$ cat config.mk
export PLATFORM = sky130hd
export DESIGN_NAME = ser_tx_scheduler
export DESIGN_NICKNAME = d
export VERILOG_FILES = /design/src/rtl/ser_tx_scheduler.sv
export SDC_FILE = /design/constraint.sdc
export NUM_CORES = 1
export LEC_CHECK = 0
export ABC_AREA = 1
export BUFFER_PORTS_ARGS = -buffer_cell sky130_fd_sc_hd__clkbuf_2
export CORE_AREA = 2 2 281 283
export CTS_CLUSTER_DIAMETER = 60
export DETAILED_ROUTE_END_ITERATION = 7
export DIE_AREA = 0 0 283 285
export PLACE_DENSITY = 0.42
export SLEW_MARGIN = 20
export SYNTH_ARGS = -nofsm -noshare
export SYNTH_HDL_FRONTEND = slang
export SYNTH_SLANG_ARGS = --single-unit
$ cat constraint.sdc
create_clock -name clk -period 2.7 [get_ports clk]
set_input_delay 0.135 -clock clk [delete_from_list [all_inputs] [get_ports clk]]
set_output_delay 0.135 -clock clk [all_outputs]
set_load 0.03 [all_outputs]
$ cat src/rtl/ser_tx_scheduler.sv
// Round-robin scheduler sharing one serializer among NUM_REQ frame sources.
// It enforces an inter-frame gap and traps hung transfers in FAULT via a WAIT watchdog.
module ser_tx_scheduler #(
  parameter int unsigned NUM_REQ    = 4,
  parameter int unsigned DATA_WIDTH = 32,
  parameter int unsigned DATA_DEPTH = 4,
  parameter int unsigned GAP_WIDTH  = 8,
  parameter int unsigned TO_WIDTH   = 16
) (
  input  logic                                      clk,
  input  logic                                      rst_n,
  input  logic [NUM_REQ-1:0]                        req,
  input  logic [NUM_REQ*DATA_DEPTH*DATA_WIDTH-1:0]  req_data,
  input  logic [NUM_REQ*($clog2(DATA_WIDTH)+1)-1:0] req_width,
  input  logic [NUM_REQ*($clog2(DATA_DEPTH)+1)-1:0] req_depth,
  input  logic [GAP_WIDTH-1:0]                      gap_cycles,
  input  logic [TO_WIDTH-1:0]                       timeout,
  input  logic                                      clr_fault,
  output logic [NUM_REQ-1:0]                        ack,
  output logic                                      err,
  output logic                                      fault,
  output logic                                      busy,
  output logic [$clog2(NUM_REQ)-1:0]                grant_id,
  output logic                                      ser_start,
  output logic [DATA_DEPTH*DATA_WIDTH-1:0]          ser_par_in,
  output logic [$clog2(DATA_WIDTH):0]               ser_width,
  output logic [$clog2(DATA_DEPTH):0]               ser_depth,
  input  logic                                      ser_done
);

  localparam int unsigned ID_W    = $clog2(NUM_REQ);
  localparam int unsigned FRAME_W = DATA_DEPTH * DATA_WIDTH;
  localparam int unsigned WW      = $clog2(DATA_WIDTH) + 1;
  localparam int unsigned DW      = $clog2(DATA_DEPTH) + 1;

  typedef enum logic [2:0] {S_IDLE, S_START, S_WAIT, S_GAP, S_FAULT} state_t;

  state_t               state_q, state_d;
  logic [ID_W-1:0]      last_grant_q, last_grant_d;
  logic [ID_W-1:0]      grant_q, grant_d;
  logic [FRAME_W-1:0]   par_q, par_d;
  logic [WW-1:0]        width_q, width_d;
  logic [DW-1:0]        depth_q, depth_d;
  logic [TO_WIDTH-1:0]  timer_q, timer_d;
  logic [GAP_WIDTH-1:0] gap_cnt_q, gap_cnt_d;
  logic [NUM_REQ-1:0]   ack_q, ack_d;
  logic                 err_q, err_d;
  logic                 fault_q, fault_d;
  logic                 busy_q, busy_d;
  logic                 start_q, start_d;

  logic                 found;
  logic [ID_W-1:0]      win;
  int unsigned          idx;

  // State and output registers
  always_ff @(posedge clk) begin
    if (!rst_n) begin
      state_q      <= S_IDLE;
      last_grant_q <= ID_W'(NUM_REQ - 1);
      grant_q      <= '0;
      par_q        <= '0;
      width_q      <= '0;
      depth_q      <= '0;
      timer_q      <= '0;
      gap_cnt_q    <= '0;
      ack_q        <= '0;
      err_q        <= 1'b0;
      fault_q      <= 1'b0;
      busy_q       <= 1'b0;
      start_q      <= 1'b0;
    end else begin
      state_q      <= state_d;
      last_grant_q <= last_grant_d;
      grant_q      <= grant_d;
      par_q        <= par_d;
      width_q      <= width_d;
      depth_q      <= depth_d;
      timer_q      <= timer_d;
      gap_cnt_q    <= gap_cnt_d;
      ack_q        <= ack_d;
      err_q        <= err_d;
      fault_q      <= fault_d;
      busy_q       <= busy_d;
      start_q      <= start_d;
    end
  end

  // Next-state, arbitration and registered-output decode
  always_comb begin
    state_d      = state_q;
    last_grant_d = last_grant_q;
    grant_d      = grant_q;
    par_d        = par_q;
    width_d      = width_q;
    depth_d      = depth_q;
    timer_d      = timer_q;
    gap_cnt_d    = gap_cnt_q;
    ack_d        = '0;
    err_d        = 1'b0;
    start_d      = 1'b0;
    found        = 1'b0;
    win          = '0;
    idx          = 0;

    // First set req scanning upward from last_grant+1, wrapping
    for (int unsigned k = 1; k <= NUM_REQ; k++) begin
      idx = (32'(last_grant_q) + k) % NUM_REQ;
      if (!found && req[idx]) begin
        found = 1'b1;
        win   = ID_W'(idx);
      end
    end

    unique case (state_q)
      S_IDLE: begin
        if (found) begin
          state_d      = S_START;
          grant_d      = win;
          last_grant_d = win;
          par_d        = req_data[32'(win)*FRAME_W +: FRAME_W];
          width_d      = req_width[32'(win)*WW +: WW];
          depth_d      = req_depth[32'(win)*DW +: DW];
          start_d      = 1'b1;
        end
      end
      S_START: begin
        timer_d = '0;
        state_d = S_WAIT;
      end
      S_WAIT: begin
        timer_d = timer_q + TO_WIDTH'(1);
        // done takes priority over a coincident watchdog expiry
        if (ser_done) begin
          ack_d[grant_q] = 1'b1;
          state_d        = S_GAP;
          gap_cnt_d      = (gap_cycles == '0) ? '0 : gap_cycles - GAP_WIDTH'(1);
        end else if ((timeout != '0) && (timer_q == timeout)) begin
          err_d   = 1'b1;
          state_d = S_FAULT;
        end
      end
      S_GAP: begin
        if (gap_cnt_q == '0) state_d = S_IDLE;
        else                 gap_cnt_d = gap_cnt_q - GAP_WIDTH'(1);
      end
      S_FAULT: begin
        if (clr_fault) state_d = S_IDLE;
      end
      default: state_d = S_IDLE;
    endcase

    fault_d = (state_d == S_FAULT);
    busy_d  = (state_d != S_IDLE);
  end

  assign ack        = ack_q;
  assign err        = err_q;
  assign fault      = fault_q;
  assign busy       = busy_q;
  assign grant_id   = grant_q;
  assign ser_start  = start_q;
  assign ser_par_in = par_q;
  assign ser_width  = width_q;
  assign ser_depth  = depth_q;

endmodule

==> results of run 1 <==
-- logic make-up (layout without fill, tap and decap cells) --
group / Yosys count / count (layout) / share of synthesized area [%]
fa+ha+maj: 3 / 3 / 0.296
compound gates: 147 / 147 / 6.39
other cells: 0 / 2 / 0
buf+inv: 480 / 1491 / 16.6
xor+xnor: 10 / 10 / 0.690
flops: 176 / 176 / 27.8
simple gates: 1480 / 1480 / 48.3
-- repair_timing --
item,CTS,global route
endpoints found under the setup margin,0,0
endpoints found under the hold margin,117,0
hold buffers,333,0
-- layer usage --
layer	track usage, %	routed length, um	part of all wire (%)	vias to the layer above
met4	6.34	2340	3.4	0
met1	19.9	29400	42	7766
met2	29.4	33400	48	668
met3	4.62	4670	6.7	90
li1	-	-	-	9046
met5	0	0	0	-
-- stage by stage --
stage | area (sq um) | hold WS (ns) | util (%) | setup WS, ns | cells
after floorplan | 12700 | 0.271 | - | 0.801 | 2296
after global placement | 17500 | 0.364 | 22.5 | 0.260 | 3992
after detailed placement | 17500 | 0.367 | 22.5 | 0.256 | 3992
after CTS | 21400 | 0.000361 | 27.5 | 0.249 | 4357
after global routing | 21400 | 0.0364 | 27.5 | 0.0147 | 4358
final | 21500 | 0.0313 | 27.5 | 0.228 | 4359
-- area by class of cell --
| cell class | instances | area (sq um) | area share, % |
|---|---|---|---|
| Antenna cell | 2 | 5.00 | 0.0233 |
| Clock buffer | 20 | 447 | 2.08 |
| Clock inverter | 12 | 126 | 0.589 |
| Inverter | 340 | 1290 | 6.02 |
| Multi-Input combinational cell | 1640 | 7090 | 33.0 |
| Sequential cell | 176 | 3520 | 16.4 |
| Tap cell | 1050 | 1310 | 6.12 |
| Timing Repair Buffer | 1119 | 7660 | 35.7 |
-- placed cells by master (no fill, tap or decap), drive strengths merged, types with 2 or more instances in the layout --
cell type	instances
xnor2	6
dlygate4sd3	333
inv	341
clkinv	7
nand2	842
a22oi	2
xor2	4
nor4	2
a21oi	98
a31oi	5
nor2	236
dfxtp	176
nor3	10
clkbuf	745
nand3	376
o21ai	19
diode	2
o211ai	4
buf	61
a211oi	7
nand4	8
o22ai	6
a221oi	4
ha	3
clkinvlp	3
nand3b	4
-- worst min path at each step --
stage | startpoint | endpoint | slack, ns | depth (start not counted)
after global routing | req_data[36] | ser_par_in[36]$_SDFFE_PN0P_ | 0.04 | 5
after floorplan | req_depth[9] | ser_depth[0]$_SDFFE_PN0P_ | 0.27 | 2
after detailed placement | req_data[493] | ser_par_in[109]$_SDFFE_PN0P_ | 0.37 | 3
after global placement | req_data[465] | ser_par_in[81]$_SDFFE_PN0P_ | 0.36 | 3
after CTS | req_data[502] | ser_par_in[118]$_SDFFE_PN0P_ | 0.0004 | 7
final | req_data[281] | ser_par_in[25]$_SDFFE_PN0P_ | 0.03 | 5
-- worst reg2reg max path, stage by stage, from the launching register on --
cell,delay (ns)
dfxtp_1,0.52
inv_6,0.10
nand2_1,0.09
nand2_1,0.09
nand2_1,0.09
nand2_1,0.09
nor2_4,0.13
nand3_1,0.12
nand2_4,0.12
buf_12,0.38
nand3_1,0.20
nand3_1,0.23
nand3_1,0.12
nand2_1,0.07
inv_1,0.04
-- report_power, final --
part / switching [mW] / leakage, nW / internal (mW)
Sequential: 0.640 / 1.46 / 3.62
Combinational: 13.1 / 10.2 / 6.23
Clock: 1.29 / 0.273 / 1.32
Total: 15.0 / 11.9 / 11.2
-- registers in the layout, summed over array words and instances, names as in the netlist --
name,cells
fault,1
ser_depth,3
ser_width,6
busy,1
ack,4
err,1
state_q,3
ser_start,1
ser_par_in,128
last_grant_q,2
grant_id,2
timer_q,16
gap_cnt_q,8
==> metrics.md, run 1 <==
| Metric | Value |
|---|---|
| Critical path's slowest cell | `dfxtp_1` |
| Cell family with most CP delay | `simple AND/OR/NAND/NOR gates` |
| DP HPWL | `approximately 52000 um` |
| Post-synth EDFFs | `0` |
| Highest clock rate | `0.404 GHz` |
| Largest area contributor in the netlist | `dfxtp_1` |
| IR Drop Worst-Case VDD | `1.42 mV` |
| Critical Path Most Common Cell | `nand2_1` |
| Final Skew | `0.0178 ns` |
| Core Area | `78000 sq um` |
| Vias in the first global route | `between 15000 and 20000` |
| Clk_lat worst skew | `0.49 ns` |
| Cell area after synthesis | `12700 sq um` |
| Final period util | `91.6%` |
| Clock Pin Slew Worst Setup and Hold Paths | `about 0.070 ns` |
| Total congestion overflow | `0` |
| Wire length per cell | `16.0 um` |
| Min cycle time layout | `~2.5 ns` |
| RR Endpoint | `ser_par_in[19]$_SDFFE_PN0P_` |
| I/O pin count | `727` |
| Initial antenna violation count | `2` |
| Worst endpoint required time | `3.09 ns` |
| CTS Buffer Depth | `2` |
| Ys async rst share | `0%` |
| Netlist cell types | `38` |
| Setup Crit Path Kind | `flip-flop to flip-flop` |
| Std cell rows | `around 100` |
| Register area share after synthesis | `27.8%` |
| Slew @ Worst Pin | `0.577 ns` |
| DRC | `0` |
| Syn Area/Cell | `5.53 sq um` |
| Via density | `approximately 4.0` |
| Cells after Synth | `2296` |
| Crit path capture type | `flip-flop` |
| Iteration-0 DRC count of the detailed router | `approximately 730` |
| H-tree depth | `4` |
| Ys flop type | `dfxtp_1` |
| Yosys top cell area share | `about 28%` |
| Root buffer cell | `clkbuf_16` |
| Post-DRT Antenna Nets | `0` |
| Cell Chain, Critical Path | `inv_6 -> nand2_1 -> nand2_1 -> nand2_1 -> nand2_1 -> nor2_4 -> nand3_1 -> nand2_4 -> buf_12 -> nand3_1 -> nand3_1 -> nand3_1 -> nand2_1 -> inv_1` |
| Area grow syn2layout | `69.0%` |
| Die W | `~280 um` |
| Postcts setup bufs | `0` |
| Die area | `80700 sq um` |
| GPL Wtd Cong | `0.889` |
| Post-CTS resize count | `0` |
| Worst path depth | `14` |
| Slew margin rel. | `61.5%` |
| CTS tree | `done` |
| Worst min path class | `primary input to flip-flop` |
| Final #Nets | `between 3000 and 4000` |
| Synth top cells by count | `nand2_1 (833), nand3_1 (376), inv_1 (333)` |
| Hold Fails Final Rpt | `0` |
| Drt pass-1 iters | `5` |
| Crit path from | `last_grant_q[0]$_SDFFE_PN1P_` |
| Final WL | `69800 um` |
| Status | `complete, no violations` |
| Largest net degree at the start of global routing | `112` |
| Fill count | `a little under 9000` |
| YS warnings | `0` |
| CP Max Fanout | `around 110` |
| Worst reg2reg startpoint | `last_grant_q[0]$_SDFFE_PN1P_` |
| Critical Path Start Type | `flip-flop` |
| R2R setup slack | `0.23 ns` |
| Pins Over Slew Limit | `0` |
| Final setup viols | `0` |
| Post-synthesis register bit count | `176` |
| I/O Buffers | `726` |
| Max Cap Viol | `0` |
| Pwr Total | `~26 mW` |
| RSZ-0062 raised after global routing | `no` |
| Crit path largest cell delay | `0.52 ns` |
| Post-synth net total | `about 2900` |
| Reg2reg path depth | `14` |
| Initial Utilization | `16.3%` |
| Most common cell in the synthesized netlist | `nand2_1` |
| Power density over the cells | `1220 nW/um^2` |
| Critical path buffer and inverter count | `3` |
| Crit path arrival time | `2.86 ns` |
| Overall Global Routing Usage | `between 15 and 20%` |
| Die H | `~290 um` |
| Lkg Pwr | `11.9 nW` |
| Share of cells above drive strength 1 | `around a quarter` |
| Crit path to | `ser_par_in[19]$_SDFFE_PN0P_` |
| First-pass GRT wire length | `106000 um` |
| Via count | `17600` |
| Num CTS Buffers | `17` |
| Fin Setup TNS | `0 ns` |
| Clock sink total | `176` |
| Synth top area cells | `dfxtp_1 (28%), nand2_1 (25%), nand3_1 (15%)` |
No activity file was read; power rests on OpenSTA's default activity.
==> run 2: changes to the inputs <==
- CELL_PAD_IN_SITES_DETAIL_PLACEMENT: unset -> 1
- CELL_PAD_IN_SITES_GLOBAL_PLACEMENT: unset -> 1
- MAX_ROUTING_LAYER: unset -> met4
- PLACE_DENSITY: 0.42 -> 0.57
- SLEW_MARGIN: 20 -> 25
==> metrics.md, run 2 (same netlist as run 1, synthesis figures left out) <==
| Metric | Value |
|---|---|
| Die W | `283 um` |
| Min cycle time layout | `about 2.5 ns` |
| I/O pin count | `727` |
| First-pass GRT wire length | `116000 um` |
| RR Endpoint | `ser_par_in[25]$_SDFFE_PN0P_` |
| Hold worst-path end | `ser_par_in[20]$_SDFFE_PN0P_` |
| Iteration-0 DRC count of the detailed router | `657` |
| Status | `complete, no violations` |
| Commonest non-fill, non-tap cell in the layout | `nand2_1` |
| Vias in the first global route | `18900` |
| Initial Utilization | `16.3%` |
| Initial antenna violation count | `5` |
| Critical Path Start Type | `flip-flop` |
| I/O Buffers | `a little over 700` |
| Post-DRT Antenna Nets | `0` |
| Overall Global Routing Usage | `a little under a fifth` |
| Slew margin rel. | `between 50% and 60%` |
| Fill count | `a little over 10000` |
| Largest net degree at the start of global routing | `112` |
| Reg2reg path depth | `15` |
| Via count | `18300` |
| Crit path arrival time | `2.84 ns` |
| Worst reg2reg startpoint | `last_grant_q[1]$_SDFFE_PN1P_` |
| Core Area | `78000 sq um` |
| CTS Buffer Depth | `2` |
| Wire length per cell | `18.0 um` |
| WHS | `0.0344 ns` |
| CTS tree | `done` |
| Share of cells above drive strength 1 | `25.1%` |
| Slew @ Worst Pin | `0.671 ns` |
| Pins Over Slew Limit | `0` |
| Total congestion overflow | `0` |
| Worst Hold Depth | `5` |
| Final WL | `78300 um` |
| Final period util | `90.8%` |
| Final setup viols | `0` |
| Worst endpoint required time | `3.09 ns` |
| Highest clock rate | `0.408 GHz` |
| Most frequent cells in the layout | `nand2_1 (833), clkbuf_2 (725), nand3_1 (376)` |
| Crit path capture type | `flip-flop` |
| P_sw | `15.6 mW` |
| Final Skew | `0.0205 ns` |
| Setup Crit Path Kind | `flip-flop to flip-flop` |
| DRC | `0` |
| Root buffer cell | `clkbuf_16` |
| Clock sink total | `176` |
| Clock Pin Slew Worst Setup and Hold Paths | `roughly 0.08 ns` |
| IR Drop Worst-Case VDD | `0.892 mV` |
| Max Cap Viol | `0` |
| CP Max Fanout | `14` |
| Switch share | `57.9%` |
| Clk network pwr share | `10.1%` |
| Fin Setup TNS | `0 ns` |
| Lkg Pwr | `11.9 nW` |
| Drt pass-1 iters | `4` |
| Final #Nets | `3874` |
| Die area | `80700 sq um` |
| GPL Wtd Cong | `roughly 0.86` |
| H-tree depth | `4` |
| Register share of total power | `15.8%` |
| Area grow syn2layout | `69.6%` |
| Internal | `11.3 mW` |
| Std cell rows | `between 100 and 150` |
| Hold Fails Final Rpt | `0` |
| DP HPWL | `~56000 um` |
| Max FFs per register | `128` |
| R2R setup slack | `0.25 ns` |
| Critical hold path startpoint | `req_data[20]` |
| Combinational power share | `74.1%` |
| Power density over the cells | `1250 nW/um^2` |
| Die H | `285 um` |
| Worst min path class | `primary input to flip-flop` |
| RSZ-0062 raised after global routing | `no` |
| Num CTS Buffers | `17` |
| Via density | `around 4.2` |
| Clk_lat worst skew | `roughly 0.50 ns` |
-- run 2: repair_timing --
item	CTS	global route
hold endpoints to repair	114	0
buffers inserted	0	1
setup endpoints to repair	0	4
hold buffers	340	0
gates resized for setup	0	4
-- run 2: per-layer routing --
layer | part of all wire, % | GRT usage, %
met1 | 43 | 22.7
met2 | 47 | 31.3
met3 | 6.1 | 4.67
met4 | 4.1 | 7.58
met5 | 0 | -
-- run 2: stage by stage --
stage                     utilization, %  power, mW  setup WS (ns)  cells  instance area, sq um
after floorplan                        -       17.1          0.801   2296                 12700
after global placement              22.4       23.3          0.168   3979                 17400
after detailed placement            22.4       23.4          0.139   3979                 17400
after CTS                           27.5       26.8         0.0452   4351                 21400
after global routing                27.6       29.5         0.0406   4359                 21500
final                               27.6       26.9          0.249   4359                 21500
-- run 2: final cells by class --
cell class | count | area, sq um | share of cell area, %
repair buffers | 1116 | 7700 | 35.8
clock inverters | 13 | 149 | 0.692
flip-flops and latches | 176 | 3530 | 16.4
diodes | 5 | 12.5 | 0.0582
multi-input cells | 1640 | 7090 | 32.9
well taps | 1050 | 1310 | 6.11
clock buffers | 19 | 433 | 2.01
inverters | 340 | 1290 | 6.00
-- run 2: worst max path at each step --
stage	from	endpoint	slack, ns
global route	last_grant_q[0]$_SDFFE_PN1P_	ser_par_in[70]$_SDFFE_PN0P_	0.04
floorplan	gap_cnt_q[0]$_SDFFE_PN0P_	gap_cnt_q[2]$_SDFFE_PN0P_	0.80
detailed placement	last_grant_q[0]$_SDFFE_PN1P_	ser_par_in[13]$_SDFFE_PN0P_	0.14
finish	last_grant_q[1]$_SDFFE_PN1P_	ser_par_in[25]$_SDFFE_PN0P_	0.25
CTS	last_grant_q[0]$_SDFFE_PN1P_	ser_par_in[25]$_SDFFE_PN0P_	0.05
global placement	last_grant_q[0]$_SDFFE_PN1P_	ser_par_in[13]$_SDFFE_PN0P_	0.17
-- run 2: critical path, stage by stage (launching register included) --
cell	delay, ns
dfxtp_2	0.40
inv_2	0.09
nand2_1	0.06
nand2_1	0.09
nand2_2	0.10
nand2_2	0.09
nor2_4	0.11
nand3_1	0.11
nand2_4	0.14
nand2_8	0.13
buf_16	0.20
nand2_1	0.08
nand3_1	0.07
dlygate4sd3_1	0.56
nand2_1	0.06
nor2_1	0.04
-- run 2: power groups by stage --
stage               clock, mW  combinational (mW)  sequential, mW
finish                   2.73                19.9            4.24
global route             2.95                22.2            4.36
CTS                      2.88                19.6            4.25
detailed placement          0                19.1            4.30
global placement            0                19.0            4.28
floorplan                   0                11.3            5.80
